--- src/rtl/ram_loader_pkg.sv ---
// ----------------------------------------------------------------------------
// ram_loader_pkg
// Items shared by ram_loader and word_packer: the loader FSM state type, the
// stream byte width and a helper that sizes the byte-lane index.
// ----------------------------------------------------------------------------
package ram_loader_pkg;

    localparam int BYTE_W = 8;

    typedef enum logic [1:0] {
        IDLE    = 2'd0,
        COLLECT = 2'd1,
        WRITE   = 2'd2,
        DONE    = 2'd3
    } state_t;

    // Width of a lane index for a word of 'bytes' lanes. It is never below
    // one bit, so a one-byte word still gets a legal vector.
    function automatic int idx_width(input int bytes);
        return (bytes > 1) ? $clog2(bytes) : 1;
    endfunction

endpackage

--- src/rtl/word_packer.sv ---
// ----------------------------------------------------------------------------
// word_packer
// Steers stream bytes little-endian into the lanes of a W-bit word. Byte 0
// lands in bits [7:0], byte 1 in [15:8], and so on.
//
// Ports
//   clk        system clock
//   rst_n      asynchronous active-low reset
//   byte_data  incoming stream byte
//   load_en    store byte_data into lane byte_idx, then advance byte_idx
//   clear      restart lane counting at lane 0 (has priority over load_en)
//   word       lanes stored so far
//   byte_idx   lane that the next accepted byte will fill
//   last_byte  byte_idx points at the top lane
// ----------------------------------------------------------------------------
module word_packer
    import ram_loader_pkg::*;
#(
    parameter int  W     = 32,
    localparam int BYTES = W / BYTE_W,
    localparam int IW    = idx_width(BYTES)
) (
    input  logic              clk,
    input  logic              rst_n,
    input  logic [BYTE_W-1:0] byte_data,
    input  logic              load_en,
    input  logic              clear,
    output logic [W-1:0]      word,
    output logic [IW-1:0]     byte_idx,
    output logic              last_byte
);

    assign last_byte = (byte_idx == IW'(BYTES - 1));

    // NOTE: state registers use non-blocking assignments so every flop
    // samples the values from before the clock edge, whatever the statement
    // order.
    always_ff @(posedge clk or negedge rst_n) begin
        if (!rst_n) begin
            word     <= '0;
            byte_idx <= '0;
        end else if (clear) begin
            byte_idx <= '0;
        end else if (load_en) begin
            for (int i = 0; i < BYTES; i++) begin
                if (byte_idx == IW'(i)) begin
                    word[i*BYTE_W +: BYTE_W] <= byte_data;
                end
            end
            byte_idx <= last_byte ? '0 : byte_idx + IW'(1);
        end
    end

endmodule

--- src/rtl/ram_loader.sv ---
// ----------------------------------------------------------------------------
// ram_loader
// Takes a byte stream over a valid/ready handshake, packs it into W-bit
// words and writes the words to consecutive addresses of a distributed_ram
// through its write channel. Addresses wrap modulo L.
//
// Ports
//   clk         system clock
//   rst_n       asynchronous active-low reset
//   start       begin a load (sampled only while idle)
//   base_addr   first word address, latched on start
//   num_words   number of words to load (0 completes at once), latched on start
//   byte_data   stream byte
//   byte_valid  byte_data is valid
//   byte_ready  loader takes a byte this cycle
//   wr_ena      RAM write strobe
//   addr        RAM word address
//   wr_data     RAM write data
//   busy        load in progress (every state except IDLE)
//   done        one-cycle pulse when the load completes
// ----------------------------------------------------------------------------
module ram_loader
    import ram_loader_pkg::*;
#(
    parameter int  W     = 32,
    parameter int  L     = 64,
    localparam int A     = $clog2(L),
    localparam int BYTES = W / BYTE_W,
    localparam int IW    = idx_width(BYTES)
) (
    input  logic              clk,
    input  logic              rst_n,
    input  logic              start,
    input  logic [A-1:0]      base_addr,
    input  logic [A:0]        num_words,
    input  logic [BYTE_W-1:0] byte_data,
    input  logic              byte_valid,
    output logic              byte_ready,
    output logic              wr_ena,
    output logic [A-1:0]      addr,
    output logic [W-1:0]      wr_data,
    output logic              busy,
    output logic              done
);

    state_t         state;
    logic [A:0]     num_q;
    logic [A:0]     word_cnt;

    logic           accept;
    logic           clear;
    logic [W-1:0]   word;
    logic [IW-1:0]  byte_idx;
    logic           last_byte;
    logic [W-1:0]   merged;
    logic [A-1:0]   addr_next;

    // byte_ready is high exactly in COLLECT, so this is the handshake.
    assign accept = byte_valid && byte_ready;
    assign clear  = (state == IDLE) && start;

    // The packer registers a lane one edge after it arrives. The byte that
    // completes a word is merged here so the write can follow on the very
    // next cycle.
    always_comb begin
        merged = word;
        for (int i = 0; i < BYTES; i++) begin
            if (byte_idx == IW'(i)) begin
                merged[i*BYTE_W +: BYTE_W] = byte_data;
            end
        end
    end

    // L need not be a power of two, so the wrap is explicit.
    assign addr_next = (addr == A'(L - 1)) ? '0 : addr + A'(1);

    word_packer #(.W(W)) u_packer (
        .clk       (clk),
        .rst_n     (rst_n),
        .byte_data (byte_data),
        .load_en   (accept),
        .clear     (clear),
        .word      (word),
        .byte_idx  (byte_idx),
        .last_byte (last_byte)
    );

    always_ff @(posedge clk or negedge rst_n) begin
        if (!rst_n) begin
            state      <= IDLE;
            num_q      <= '0;
            word_cnt   <= '0;
            byte_ready <= 1'b0;
            wr_ena     <= 1'b0;
            addr       <= '0;
            wr_data    <= '0;
            busy       <= 1'b0;
            done       <= 1'b0;
        end else begin
            // Strobes are single-cycle unless a state below re-asserts them.
            wr_ena <= 1'b0;
            done   <= 1'b0;

            case (state)
                IDLE: begin
                    if (start) begin
                        busy <= 1'b1;
                        if (num_words != '0) begin
                            addr       <= base_addr;
                            num_q      <= num_words;
                            word_cnt   <= '0;
                            byte_ready <= 1'b1;
                            state      <= COLLECT;
                        end else begin
                            done  <= 1'b1;
                            state <= DONE;
                        end
                    end
                end

                COLLECT: begin
                    if (accept && last_byte) begin
                        wr_data    <= merged;
                        wr_ena     <= 1'b1;
                        byte_ready <= 1'b0;
                        state      <= WRITE;
                    end
                end

                WRITE: begin
                    addr     <= addr_next;
                    word_cnt <= word_cnt + (A+1)'(1);
                    if (word_cnt + (A+1)'(1) == num_q) begin
                        done  <= 1'b1;
                        state <= DONE;
                    end else begin
                        byte_ready <= 1'b1;
                        state      <= COLLECT;
                    end
                end

                DONE: begin
                    busy  <= 1'b0;
                    state <= IDLE;
                end

                default: begin
                    busy       <= 1'b0;
                    byte_ready <= 1'b0;
                    state      <= IDLE;
                end
            endcase
        end
    end

endmodule

--- config.mk ---
export PLATFORM = sky130hd
export DESIGN_NAME = ram_loader
export DESIGN_NICKNAME = d
export VERILOG_FILES = /design/src/rtl/ram_loader_pkg.sv /design/src/rtl/word_packer.sv /design/src/rtl/ram_loader.sv
export SDC_FILE = /design/constraint.sdc
export NUM_CORES = 1
export LEC_CHECK = 0
export ABC_AREA = 1
export CAP_MARGIN = 20
export CORE_MARGIN = 2
export CORE_UTILIZATION = 45
export CTS_BUF_LIST = sky130_fd_sc_hd__clkbuf_16
export DETAILED_ROUTE_END_ITERATION = 8
export PLACE_DENSITY = 0.68
export SYNTH_ARGS = -nofsm -noshare
export SYNTH_HDL_FRONTEND = slang
export SYNTH_SLANG_ARGS = --single-unit
--- constraint.sdc ---
create_clock -name clk -period 2.3 [get_ports clk]
set_input_delay 0.575 -clock clk [delete_from_list [all_inputs] [get_ports clk]]
set_output_delay 0.575 -clock clk [all_outputs]
set_load 0.01 [all_outputs]
==> impl_metrics.py, run 1 <==
metrics = {
    "power_and_ir_drop": {
        "powerDensity_mw_per_mm2": 1140,
        "ir_drop_v": 0.000572,
        "p_leak_nw": 2.54,
    },
    "critical_path": {
        "crit_start": "num_words[0]",
        "crit_top_cell": "nand2_1",
        "cp_max_fo": 14,
        "crit_path_top_delay_cell": "nor4_1",
        "crit_chain": "clkdlybuf4s50_1, inv_1, nand4_1, nor4_1, nand2_1, nand2_2, inv_2, nand2_1, o21ai_2",
        "crit_type": "input pin to flop",
        "critical_path.top_delay_family": "simple AND/OR/NAND/NOR gates",
        "arrival_ns": 2.20,
        "critPathBufInv": 3,
        "end_kind": "flop",
        "cp-start-kind": "input pin",
        "cp_slowest_stage_delay_ns": 0.40,
        "rr_startpoint": "word_cnt[0]$_DFFE_PN0P_",
        "cp.required_ns": 2.52,
    },
    "floorplanning": {
        "die_area_sq_mm": 0.0106,
        "initial_utilization_pct": 45.7,
        "chipHeight_microns": 103,
        "die_w_microns": 103,
        "coreArea_sq_mm": 0.00964,
        "num_rows": 36,
        "io_pins": 67,
    },
    "global_route": {
        "grt_antenna_before_repair": 0,
        "grt_pass1_vias": 3241,
        "grt_max_degree": 67,
        "grt_overflow": 0,
        "track_usage_pct": 19.2,
        "grt_first_pass_wirelength_mm": 15.5,
    },
    "final_layout": {
        "n_antenna_cell": 0,
        "ff_latch_area_sq_mm": 0.00230,
        "syn2layout_area_growth_pct": 24.3,
        "final_util_pct": 56.8,
        "final_nets": 586,
        "fillers": 897,
        "multiInputGateArea_sq_mm": 0.00175,
        "drive_gt1_share_pct": 13.6,
        "final_cell_count_no_fill": 693,
    },
    "synthesis": {
        "syn_inst": 490,
        "syn_nets": 521,
        "synth_seq_cells": 92,
        "avgSynthCellArea_sq_um": 8.99,
        "ys.warnings.count": 0,
        "ys_seq_area_share_pct": 52.3,
        "synth.distinct_cells": 31,
        "syn_area_sq_mm": 0.00440,
    },
    "routing": {
        "vias": 3349,
        "first_pass_iters": 4,
        "vias_per_cell": 4.83,
        "drt_wl_total_mm": 9.45,
        "drt-initial-drc-count": 158,
        "wl_per_cell_microns": 13.6,
        "drc": 0,
        "ant_nets": 0,
    },
    "clock_tree": {
        "cts.sinks": 92,
        "cts_tree": "done",
        "numCtsBuffers": 9,
        "clockBufferDepth": 2,
        "postCtsHoldBufs": 0,
        "clk_latency_ns": 0.34,
        "postCtsSetupBuffers": 0,
        "cts_resized": 0,
        "cts_root_buf": "clkbuf_16",
        "htree_levels": 3,
        "clkSlewWorstSetupHoldPaths_ns": 0.07,
    },
    "placed_design": {
        "place.gp.congestion": 0.816,
        "dp.cells": 677,
        "port_buffers": 66,
        "dp_hpwl_mm": 6.55,
    },
    "sta": {
        "post-route-period-util_pct": 86.1,
        "min_period_ns": 1.98,
        "setup_viol": 0,
        "clock-skew-final_ns": 0.00838,
        "worstMarginPinSlew_ns": 0.549,
        "hold_viol": 0,
        "maxSlewHeadroom_pct": 63.4,
        "rsz0062_at_grt": "false",
        "max_freq_mhz": 505,
        "fin_hold_ws_ns": 0.208,
        "setup-tns-final_ns": 0,
        "drv_slew": 0,
    },
    "hold_path": {
        "hold_class": "input pin to async pin",
    },
    "outcome": {
        "outcome": "complete, no violations",
    },
    "flow_run": {
        "maxCapViolations": 0,
    },
}
-- layer usage --
layer	global-route usage (%)	part of all wire (%)	up-vias
met4	5.57	1.2	0
met3	3.73	3.2	11
met5	0	0	-
li1	-	-	1708
met2	32.7	48	66
met1	24.8	47	1564
-- worst register-to-register path: cells and delay by family (launching register included) --
family	cells	cell delay, ns
simple gates	10	1.02
flops	1	0.45
fa+ha+maj	1	0.27
buf+inv	1	0.05
-- placed cells by master, fill, tap and decap left out, drive strengths merged, types with 3 or more instances in the layout --
cell and n:
clkdlybuf4s50 65, buf 7, dfrtp 92, or2 3, nand4 4, nor2 18, clkbuf 9, ha 6
clkinvlp 3, inv 66, nand2 141, o21ai 85, mux2 32, o22ai 5, nand3 10
-- cell type report --
cell class	count	share of cell area (%)
sequential	92	42.1
multi-input combinational	316	31.9
timing repair buffer	72	13.5
inverter	64	4.39
clock buffer	9	4.11
tap	133	3.04
clock inverter	7	0.960
-- power breakdown --
group,switching [mW],internal [mW]
clock network,0.648,0.736
registers,0.331,2.16
logic,1.32,1.07
total,2.30,3.96
-- flip-flops by register name (all words and copies together) (netlist names) --
register and cells:
byte_ready 1, u_packer.word 32, done 1, busy 1
u_packer.byte_idx 2, state 2, num_q 7, wr_ena 1
wr_data 32, word_cnt 7, addr 6
-- synthesized netlist by cell type, drive strengths merged --
| library cell | n | area [sq um] |
|---|---|---|
| a21oi | 2 | 10.0 |
| clkbuf | 6 | 22.5 |
| mux2 | 32 | 360 |
| or2 | 3 | 18.8 |
| buf | 12 | 97.6 |
| a31oi | 1 | 6.26 |
| nand4 | 4 | 25.0 |
| xor2 | 2 | 17.5 |
| nand3 | 10 | 50.1 |
| nor2 | 18 | 90.1 |
| a22oi | 1 | 7.51 |
| nand3b | 2 | 15.0 |
| o211a | 1 | 10.0 |
| o21ai | 85 | 440 |
| nor4 | 1 | 6.26 |
| dfrtp | 92 | 2300 |
| o22ai | 5 | 62.6 |
| nand2 | 141 | 534 |
| ha | 6 | 75.1 |
| o31ai | 1 | 7.51 |
| nor3 | 1 | 5.00 |
| inv | 64 | 240 |
-- metrics by stage --
step | cell area (sq um) | worst slack (ns) | total power, mW
final | 5470 | 0.319 | 6.27
after global placement | 5200 | 0.101 | 4.84
after detailed placement | 5200 | 0.00618 | 4.92
after global routing | 5470 | 0.150 | 6.77
after floorplan | 4400 | 0.622 | 4.02
after CTS | 5470 | 0.360 | 6.32
-- final timing paths --
kind	slack, ns	cells past startpoint	end
worst min register to register	0.51	1	wr_data[19]$_DFFE_PN0P_
worst max-delay path	0.32	9	addr[0]$_DFFE_PN0P_
worst min-delay path	0.21	1	wr_data[22]$_DFFE_PN0P_
min in group clk	0.51	1	wr_data[19]$_DFFE_PN0P_
worst max register to register	0.40	12	byte_ready$_DFFE_PN0P_
max in group asynchronous	1.45	2	wr_data[18]$_DFFE_PN0P_
-- cell families after synthesis --
group                    synth area share [%]
AND/OR/NAND/NOR                          16.9
flip-flops                               52.3
buffers and inverters                    8.18
adder cells (fa/ha/maj)                  1.70
XOR/XNOR                                0.398
multiplexers                             8.18
AO/OA/AOI/OAI                            12.4
Power figures use the tool's default switching activity.
==> inputs of run 2 (changes only) <==
- CELL_PAD_IN_SITES_DETAIL_PLACEMENT: not set -> 1
- CELL_PAD_IN_SITES_GLOBAL_PLACEMENT: not set -> 1
- CORE_UTILIZATION: 45 -> 41
- PLACE_DENSITY: 0.68 -> not set
- PLACE_DENSITY_LB_ADDON: not set -> 0.1
- clock period: 2.3 -> 1.9 ns (I/O delays scaled with it)
==> impl_metrics.py, run 2 (same netlist as run 1, synthesis figures left out) <==
metrics = {
    "outcome": {
        "outcome": "complete, no violations",
    },
    "floorplanning": {
        "die_area_sq_mm": 0.0116,
        "initial_utilization_pct": 42.5,
        "io_pins": 67,
        "die_w_microns": 108,
        "chipHeight_microns": 108,
        "coreArea_sq_mm": 0.0104,
        "num_rows": 37,
    },
    "final_layout": {
        "layout_commonest_cell": "nand2_1",
        "final_nets": 599,
        "final_cell_mix": "nand2_1 (138), dfrtp_1 (92), o21ai_0 (65), clkdlybuf4s50_1 (65), inv_1 (60)",
        "drive_gt1_share_pct": 15.7,
        "n_antenna_cell": 0,
        "final_util_pct": 54.2,
        "syn2layout_area_growth_pct": 27.7,
        "fin_area_sq_mm": 0.00562,
        "fillers": 1225,
        "top_regs": "u_packer.word (32), wr_data (32)",
    },
    "global_route": {
        "grt_antenna_before_repair": 0,
        "track_usage_pct": 21.1,
        "grt_first_pass_wirelength_mm": 18.7,
        "grt_overflow": 0,
        "grt_pass1_vias": 3847,
        "grt_max_degree": 37,
    },
    "sta": {
        "setup_viol": 0,
        "clock-skew-final_ns": 0.00474,
        "worstMarginPinSlew_ns": 0.554,
        "min_period_ns": 1.79,
        "drv_slew": 0,
        "setup_slack_ns": 0.111,
        "post-route-period-util_pct": 94.2,
        "rsz0062_at_grt": "false",
        "max_freq_mhz": 559,
        "maxSlewHeadroom_pct": 63.1,
        "hold_viol": 0,
        "setup-tns-final_ns": 0,
        "fin_hold_ws_ns": 0.0966,
    },
    "routing": {
        "vias_per_cell": 5.08,
        "drt_wl_total_mm": 11.2,
        "drt-initial-drc-count": 83,
        "vias": 3605,
        "drc": 0,
        "first_pass_iters": 5,
        "ant_nets": 0,
        "wl_per_cell_microns": 15.7,
    },
    "flow_run": {
        "maxCapViolations": 0,
    },
    "critical_path": {
        "critical_path.top_delay_family": "buffers and inverters",
        "end_kind": "primary output",
        "cp.required_ns": 1.42,
        "cp-start-kind": "flop",
        "crit_chain": "clkdlybuf4s50_1",
        "critPathBufInv": 1,
        "crit_type": "flop to primary output",
        "cp_slowest_stage_delay_ns": 0.56,
        "crit_path_top_delay_cell": "clkdlybuf4s50_1",
        "arrival_ns": 1.31,
        "cp_max_fo": 5,
    },
    "hold_path": {
        "hold_class": "input pin to async pin",
    },
    "power_and_ir_drop": {
        "power_switching_share_pct": 37.3,
        "p_int_mw": 4.91,
        "share_comb_of_total_power_pct": 40.2,
        "p_clk_share_pct": 20.9,
        "powerDensity_mw_per_mm2": 1390,
        "sequentialPowerShare_pct": 38.9,
        "ir_drop_v": 0.000644,
        "power.switching_mw": 2.92,
        "p_leak_nw": 2.61,
    },
    "clock_tree": {
        "clkSlewWorstSetupHoldPaths_ns": 0.06,
        "numCtsBuffers": 9,
        "htree_levels": 3,
        "clk_latency_ns": 0.34,
        "postCtsHoldBufs": 0,
        "cts_root_buf": "clkbuf_16",
        "cts.sinks": 92,
        "cts_tree": "done",
        "clockBufferDepth": 2,
    },
    "placed_design": {
        "pre_cts_ws_ns": -0.157,
        "dp_hpwl_mm": 8.20,
        "placed_area_sq_mm": 0.00535,
        "port_buffers": 66,
        "place.gp.congestion": 0.763,
    },
}
-- run 2: cell count changes in the layout (fill, tap and decap cells not counted), sizes merged --
cell	delta
buf	+13
inv	-2
clkinv	+3
clkinvlp	-1
-- run 2: area by class of cell --
class                           instances  area (sq um)  share of cell area (%)
Timing Repair Buffer                   85           888                    15.8
Tap cell                              136           170                    3.03
Clock buffer                            9           225                    4.00
Multi-Input combinational cell        316          1750                    31.2
Clock inverter                          7          43.8                   0.779
Inverter                               64           240                    4.27
Sequential cell                        92          2300                    40.9
-- run 2: stage by stage --
step	cells	total power, mW
3_5_place_dp	693	6.25
5_1_grt	709	8.44
2_1_floorplan	490	4.87
3_3_place_gp	693	6.06
6_report	709	7.83
4_1_cts	709	7.93
-- run 2: what timing repair did --
action                                  CTS  global route
endpoints found under the setup margin    0             2
buffers inserted                          0             0
resized for setup                         0             3
-- run 2: final timing paths --
| check | from | end | slack (ns) | cells after the start |
|---|---|---|---|---|
| worst min-delay path | rst_n | u_packer.word[13]$_DFFE_PN0P_ | 0.1 | 1 |
| max in group asynchronous | rst_n | word_cnt[0]$_DFFE_PN0P_ | 1.26 | 2 |
| worst max-delay path | addr[5]$_DFFE_PN0P_ | addr[5] | 0.11 | 1 |
| min in group clk | wr_data[23]$_DFFE_PN0P_ | wr_data[23]$_DFFE_PN0P_ | 0.51 | 1 |
| worst min register to register | wr_data[23]$_DFFE_PN0P_ | wr_data[23]$_DFFE_PN0P_ | 0.51 | 1 |
| worst max register to register | word_cnt[1]$_DFFE_PN0P_ | byte_ready$_DFFE_PN0P_ | 0.15 | 12 |
-- run 2: metal layers --
metal | share of wire (%) | routed length (microns) | up-vias | track usage, %
li1 | - | - | 1733 | -
met1 | 43 | 4800 | 1801 | 25.9
met2 | 53 | 5870 | 56 | 36.4
met3 | 2.5 | 284 | 15 | 3.09
met4 | 1.9 | 212 | 0 | 9.62
met5 | 0 | 0 | - | 0
-- run 2: power by group through the flow --
stage	clock (mW)	combinational, mW	sequential [mW]
3_5_place_dp	0	3.17	3.08
4_1_cts	1.67	3.21	3.06
6_report	1.64	3.15	3.05
2_1_floorplan	0	1.78	3.09
5_1_grt	1.75	3.55	3.14
3_3_place_gp	0	3.00	3.05
